<file path="src/rtl/bcd_disp_mux_pkg.sv">
// -----------------------------------------------------------------------------
// bcd_disp_mux_pkg
// Shared constants for the 4-digit multiplexed seven-segment driver:
//   - active-low segment patterns (bit7 = dp, bits6..0 = g,f,e,d,c,b,a)
//   - default per-digit dwell time in clk cycles
//   - helper mapping a digit index to its one-hot-low anode pattern
// -----------------------------------------------------------------------------
package bcd_disp_mux_pkg;

  // 1 ms per digit at 50 MHz
  localparam int unsigned DIG_CYCLES_DEF = 50000;

  // Active-low glyphs with the decimal point off (bit7 = 1)
  localparam logic [7:0] SSEG_0     = 8'hC0;
  localparam logic [7:0] SSEG_1     = 8'hF9;
  localparam logic [7:0] SSEG_2     = 8'hA4;
  localparam logic [7:0] SSEG_3     = 8'hB0;
  localparam logic [7:0] SSEG_4     = 8'h99;
  localparam logic [7:0] SSEG_5     = 8'h92;
  localparam logic [7:0] SSEG_6     = 8'h82;
  localparam logic [7:0] SSEG_7     = 8'hF8;
  localparam logic [7:0] SSEG_8     = 8'h80;
  localparam logic [7:0] SSEG_9     = 8'h90;
  localparam logic [7:0] SSEG_DASH  = 8'hBF;
  localparam logic [7:0] SSEG_BLANK = 8'hFF;

  // Anode enables are active-low: only the selected digit's bit is 0
  function automatic logic [3:0] an_for_index(input logic [1:0] idx);
    logic [3:0] an_v;
    case (idx)
      2'd0:    an_v = 4'b1110;
      2'd1:    an_v = 4'b1101;
      2'd2:    an_v = 4'b1011;
      2'd3:    an_v = 4'b0111;
      default: an_v = 4'b1111;
    endcase
    return an_v;
  endfunction

endpackage

</file>
<file path="src/rtl/bcd_disp_mux_bcd_to_sseg.sv">
// -----------------------------------------------------------------------------
// bcd_to_sseg
// Purely combinational digit decoder.
//   val   [3:0] in  : held digit value; 0..9 decode normally, 10..15 show a dash
//   dp          in  : 1 lights the decimal point
//   blank       in  : 1 forces all segments off (overrides val and dp)
//   sseg  [7:0] out : active-low segments, bit7 = dp, bits6..0 = g..a
// -----------------------------------------------------------------------------
module bcd_to_sseg
  import bcd_disp_mux_pkg::*;
(
  input  logic [3:0] val,
  input  logic       dp,
  input  logic       blank,
  output logic [7:0] sseg
);

  logic [7:0] glyph_s;

  // Glyph lookup followed by blank / dp overlay
  always_comb begin
    glyph_s = SSEG_DASH;
    case (val)
      4'd0:    glyph_s = SSEG_0;
      4'd1:    glyph_s = SSEG_1;
      4'd2:    glyph_s = SSEG_2;
      4'd3:    glyph_s = SSEG_3;
      4'd4:    glyph_s = SSEG_4;
      4'd5:    glyph_s = SSEG_5;
      4'd6:    glyph_s = SSEG_6;
      4'd7:    glyph_s = SSEG_7;
      4'd8:    glyph_s = SSEG_8;
      4'd9:    glyph_s = SSEG_9;
      default: glyph_s = SSEG_DASH;
    endcase

    if (blank) begin
      sseg = SSEG_BLANK;
    end else if (dp) begin
      sseg = {1'b0, glyph_s[6:0]};
    end else begin
      sseg = glyph_s;
    end
  end

endmodule

</file>
<file path="src/rtl/bcd_disp_mux.sv">
// -----------------------------------------------------------------------------
// bcd_disp_mux
// Time-multiplexed driver for a 4-digit common-anode seven-segment display.
//   clk            in  : sole clock, rising edge
//   reset          in  : asynchronous, active-low
//   load           in  : one-cycle pulse capturing bcd3..bcd0 and dp_in
//   bcd3..bcd0 [3:0] in: digit values, bcd3 most significant
//   dp_in      [3:0] in: decimal-point request, bit i for digit i
//   blank_en       in  : live level enabling leading-zero blanking
//   an         [3:0] out: registered anode enables, active-low, one-hot-low
//   sseg       [7:0] out: registered segments, active-low, bit7 = dp
// Each digit stays active for DIG_CYCLES clk cycles (legal 2..65535).
// -----------------------------------------------------------------------------
module bcd_disp_mux
  import bcd_disp_mux_pkg::*;
#(
  parameter int unsigned DIG_CYCLES = DIG_CYCLES_DEF
) (
  input  logic       clk,
  input  logic       reset,
  input  logic       load,
  input  logic [3:0] bcd3,
  input  logic [3:0] bcd2,
  input  logic [3:0] bcd1,
  input  logic [3:0] bcd0,
  input  logic [3:0] dp_in,
  input  logic       blank_en,
  output logic [3:0] an,
  output logic [7:0] sseg
);

  localparam logic [15:0] PRESC_MAX = 16'(DIG_CYCLES - 1);

  logic [15:0]     presc_r;
  logic [1:0]      idx_r;
  logic [3:0][3:0] hold_r;
  logic [3:0]      dp_r;
  logic [3:0]      an_r;
  logic [7:0]      sseg_r;

  logic            tick_s;
  logic [3:0]      nz_s;
  logic [3:0]      blank_s;
  logic [3:0]      act_val_s;
  logic            act_dp_s;
  logic            act_blank_s;
  logic [7:0]      dec_sseg_s;

  assign tick_s = (presc_r == PRESC_MAX);

  // Prescaler and digit index; index steps once per prescaler wrap
  always_ff @(posedge clk or negedge reset) begin
    if (!reset) begin
      presc_r <= 16'd0;
      idx_r   <= 2'd0;
    end else if (tick_s) begin
      presc_r <= 16'd0;
      idx_r   <= idx_r + 2'd1;
    end else begin
      presc_r <= presc_r + 16'd1;
    end
  end

  // Holding registers for digit values and decimal points
  always_ff @(posedge clk or negedge reset) begin
    if (!reset) begin
      hold_r <= '0;
      dp_r   <= 4'b0000;
    end else if (load) begin
      hold_r <= {bcd3, bcd2, bcd1, bcd0};
      dp_r   <= dp_in;
    end else begin
      hold_r <= hold_r;
      dp_r   <= dp_r;
    end
  end

  // Leading-zero blanking chain from the MSD down; a non-zero value
  // (including 10..15) or a lit dp stops the chain for all lower digits
  always_comb begin
    nz_s[0]    = (hold_r[0] != 4'd0);
    nz_s[1]    = (hold_r[1] != 4'd0);
    nz_s[2]    = (hold_r[2] != 4'd0);
    nz_s[3]    = (hold_r[3] != 4'd0);
    blank_s[3] = blank_en & ~nz_s[3] & ~dp_r[3];
    blank_s[2] = blank_s[3] & ~nz_s[2] & ~dp_r[2];
    blank_s[1] = blank_s[2] & ~nz_s[1] & ~dp_r[1];
    blank_s[0] = 1'b0;
  end

  // Select the active digit's value, dp and blank flag for decoding
  always_comb begin
    act_val_s   = hold_r[idx_r];
    act_dp_s    = dp_r[idx_r];
    act_blank_s = blank_s[idx_r];
  end

  bcd_to_sseg u_dec (
    .val   (act_val_s),
    .dp    (act_dp_s),
    .blank (act_blank_s),
    .sseg  (dec_sseg_s)
  );

  // an and sseg share one register stage so they always change together
  always_ff @(posedge clk or negedge reset) begin
    if (!reset) begin
      an_r   <= 4'b1111;
      sseg_r <= SSEG_BLANK;
    end else begin
      an_r   <= an_for_index(idx_r);
      sseg_r <= dec_sseg_s;
    end
  end

  assign an   = an_r;
  assign sseg = sseg_r;

endmodule

</file>
<file path="config.mk">
export PLATFORM = sky130hd
export DESIGN_NAME = bcd_disp_mux
export DESIGN_NICKNAME = d
export VERILOG_FILES = /design/src/rtl/bcd_disp_mux_pkg.sv /design/src/rtl/bcd_disp_mux_bcd_to_sseg.sv /design/src/rtl/bcd_disp_mux.sv
export SDC_FILE = /design/constraint.sdc
export NUM_CORES = 1
export LEC_CHECK = 0
export ABC_AREA = 1
export CAP_MARGIN = 25
export CORE_ASPECT_RATIO = 1.75
export CORE_UTILIZATION = 51
export CTS_BUF_LIST = sky130_fd_sc_hd__clkbuf_16
export DETAILED_ROUTE_END_ITERATION = 7
export HOLD_SLACK_MARGIN = 0.08
export PLACE_DENSITY = 0.75
export SLEW_MARGIN = 25
export SYNTH_ARGS = -nofsm -noshare
export SYNTH_HDL_FRONTEND = slang
export SYNTH_SLANG_ARGS = --single-unit
</file>
<file path="constraint.sdc">
create_clock -name clk -period 3.1 [get_ports clk]
set_input_delay 0.465 -clock clk [delete_from_list [all_inputs] [get_ports clk]]
set_output_delay 0.465 -clock clk [all_outputs]
set_load 0.02 [all_outputs]
</file>
==> impl_metrics.env <==
export IMPL_timing_final_crit_share=0.608
export IMPL_layout_commonest_cell="nand2_1"
export IMPL_fin_nets=368
export IMPL_grt_pass1_wl_um=8690
export IMPL_final_core_util=0.637
export IMPL_fin_crit_ns=1.88
export IMPL_worstSetupStartpointType="flip-flop"
export IMPL_synth_distinct_cells=28
export IMPL_slowest_stage="dfrtp_1"
export IMPL_vdd_drop_max_mv=0.439
export IMPL_leakagePower_nw=1.49
export IMPL_end_kind="flip-flop"
export IMPL_hold_viol=0
export IMPL_final_cell_mix="nand2_1 (68), dfrtp_1 (38), inv_1 (35)"
export IMPL_cap_violations=0
export IMPL_die_area_mm2=0.00537
export IMPL_cts_sinks=50
export IMPL_syn_to_final_growth_pct=21.5
export IMPL_cts_buffers=5
export IMPL_p_comb_frac=0.128
export IMPL_fp_dieH_um=96.2
export IMPL_cts_root_buf="clkbuf_16"
export IMPL_clockBufferDepth=2
export IMPL_power_density_mw_per_mm2=492
export IMPL_rsz0062_at_grt="false"
export IMPL_core_area_mm2=0.00493
export IMPL_cts_resized=0
export IMPL_crit_chain="inv_2 > nand2_1 > nand3_1 > nand2_1 > inv_1 > ha_1 > inv_1 > nand3_1 > nand3_1 > nand3_1"
export IMPL_crit_type="flip-flop to flip-flop"
export IMPL_drive_above_1_share=0.170
export IMPL_ant_nets=0
export IMPL_syn_inst=296
export IMPL_arrival_ns=2.09
export IMPL_required_ns=3.31
export IMPL_filler_cell_count=425
export IMPL_globalplace_congestion=0.824
export IMPL_internal_power_w=0.00118
export IMPL_die_w_um=55.8
export IMPL_initial_core_util=0.524
export IMPL_slew_headroom=0.598
export IMPL_io_pins=36
export IMPL_cts_hold_buf=0
export IMPL_avgSynthCellArea_um2=8.74
export IMPL_synth_top_cell_area_share=0.368
export IMPL_cp_max_fo=14
export IMPL_clk_pin_slew_worst_paths_ns=0.07
export IMPL_drt_wl_total_um=5000
export IMPL_grt_usage=0.209
export IMPL_slew_viol_final=0
export IMPL_max_freq_mhz=531
export IMPL_cts_tree="done"
export IMPL_clkLatencyLatePin_ns=0.29
export IMPL_status="finished clean"
export IMPL_worst_path_buf_inv=3
export IMPL_post_cts_buffers=0
export IMPL_seq_area_frac_synth=0.489
export IMPL_cp_common_cell="nand3_1"
export IMPL_synth_nets=330
export IMPL_cpLargestDelayFamily="simple AND/OR/NAND/NOR gates"
export IMPL_grt_ovfl_total=0
export IMPL_ys_warn_count=0
export IMPL_timing_setup_tns_ns=0
export IMPL_hold_path_class="primary input to async pin"
export IMPL_sw_frac_of_total=0.235
export IMPL_finClkSkew_ns=0.00654
export IMPL_p_switching_w=0.000363
export IMPL_tightest_slew_ns=0.602
export IMPL_num_vias=2026
export IMPL_drc=0
export IMPL_cts_max_level=2
export IMPL_drtIter0Drc=52
export IMPL_antenna_cells=0
export IMPL_first_pass_iters=4
export IMPL_reg2reg_depth=10
export IMPL_grt_max_degree=51
export IMPL_synth_area_leaders="dfrtp_1 (37%), dfstp_2 (12%), nand2_1 (9.9%), nand3_1 (6.4%), mux2_2 (5.2%)"
export IMPL_avgRoutedWirePerCell_um=12.9
export IMPL_synth_top_area_cell="dfrtp_1"
export IMPL_yosys_register_bits=50
export IMPL_vias_per_cell=5.21
export IMPL_power_frac_seq=0.470
export IMPL_grt_pass1_vias=1989
export IMPL_port_buffers=35
export IMPL_finalPower_w=0.00155
export IMPL_slowest_delay_ns=0.61
export IMPL_setup_violations=0
export IMPL_rows=34
export IMPL_cp_depth=10
export IMPL_dpl_hpwl_um=3720
export IMPL_antenna_found_initial=0
export IMPL_synthesis_area_mm2=0.00259
export IMPL_clockPowerShare=0.402
-- power by group through the flow --
stage | Sequential [W] | Combinational [W] | Clock, W
2_1_floorplan | 0.000756 | 0.0000886 | 0
3_3_place_gp | 0.000737 | 0.000196 | 0
3_5_place_dp | 0.000738 | 0.000201 | 0
4_1_cts | 0.000726 | 0.000202 | 0.000631
5_1_grt | 0.000731 | 0.000220 | 0.000664
6_report | 0.000726 | 0.000198 | 0.000622
-- layer usage --
| layer | wire length, um | track usage |
|---|---|---|
| met1 | 1880 | 0.231 |
| met2 | 2750 | 0.378 |
| met3 | 152 | 0.0282 |
| met4 | 216 | 0.132 |
| met5 | 0 | 0 |
-- worst register-to-register path: stages (launching register included) --
cell and delay [ns]:
dfrtp_1 0.61, inv_2 0.23, nand2_1 0.10, nand3_1 0.10
nand2_1 0.19, inv_1 0.09, ha_1 0.18, inv_1 0.05
nand3_1 0.09, nand3_1 0.09, nand3_1 0.07
-- final cells by class --
| cell class | count | area (um^2) | area share |
|---|---|---|---|
| Timing Repair Buffer | 36 | 355 | 0.113 |
| Tap cell | 54 | 67.6 | 0.0215 |
| Clock buffer | 5 | 125 | 0.0398 |
| Multi-Input combinational cell | 200 | 1130 | 0.359 |
| Inverter | 41 | 155 | 0.0494 |
| Sequential cell | 50 | 1270 | 0.403 |
| Clock inverter | 3 | 45.0 | 0.0143 |
-- synth_stat cells, drive strengths merged --
master and count:
nand3 37, clkinv 1, a21oi 2, buf 5, dfstp 12, mux2 12
nor2 34, o21bai 3, nand2 77, and2 1, nand4 2, xnor2 1
o21ai 13, ha 10, xor2 4, inv 40, dfrtp 38, nor3 4
-- sequential cells by signal (all words and copies together), names as in the netlist --
| name | flops |
|---|---|
| hold_r | 16 |
| presc_r | 16 |
| sseg | 8 |
| an | 4 |
| dp_r | 4 |
| idx_r | 2 |
-- metrics by stage --
stage	setup slack (ns)	cell area, um^2	instances	hold WS (ns)
after global routing	1.03	3140	389	0.231
after global placement	1.04	2970	381	0.445
after detailed placement	1.02	2970	381	0.460
final	1.22	3140	389	0.179
after CTS	1.23	3140	389	0.212
after floorplan	1.66	2590	296	0.169
-- path summary, 6_finish.rpt --
kind	end	startpoint	slack [ns]
setup / recovery	sseg[5]	idx_r[0]	1.22
hold / removal	presc_r[10]	reset	0.18
setup reg to reg	sseg[5]	idx_r[0]	1.22
hold reg to reg	presc_r[0]	presc_r[0]	0.49
max in group asynchronous	hold_r[6]	reset	2.51
min in group clk	presc_r[0]	presc_r[0]	0.49
-- kinds of logic (layout without fill, tap and decap cells) --
group	Yosys count	count (layout)	synth area share
buffers and inverters	46	85	0.0745
AND/OR/NAND/NOR	155	155	0.281
XOR/XNOR	5	5	0.0169
AO/OA/AOI/OAI	18	18	0.0377
flip-flops	50	50	0.489
adder cells (fa/ha/maj)	10	10	0.0484
multiplexers	12	12	0.0522
Power figures use the tool's default switching activity.
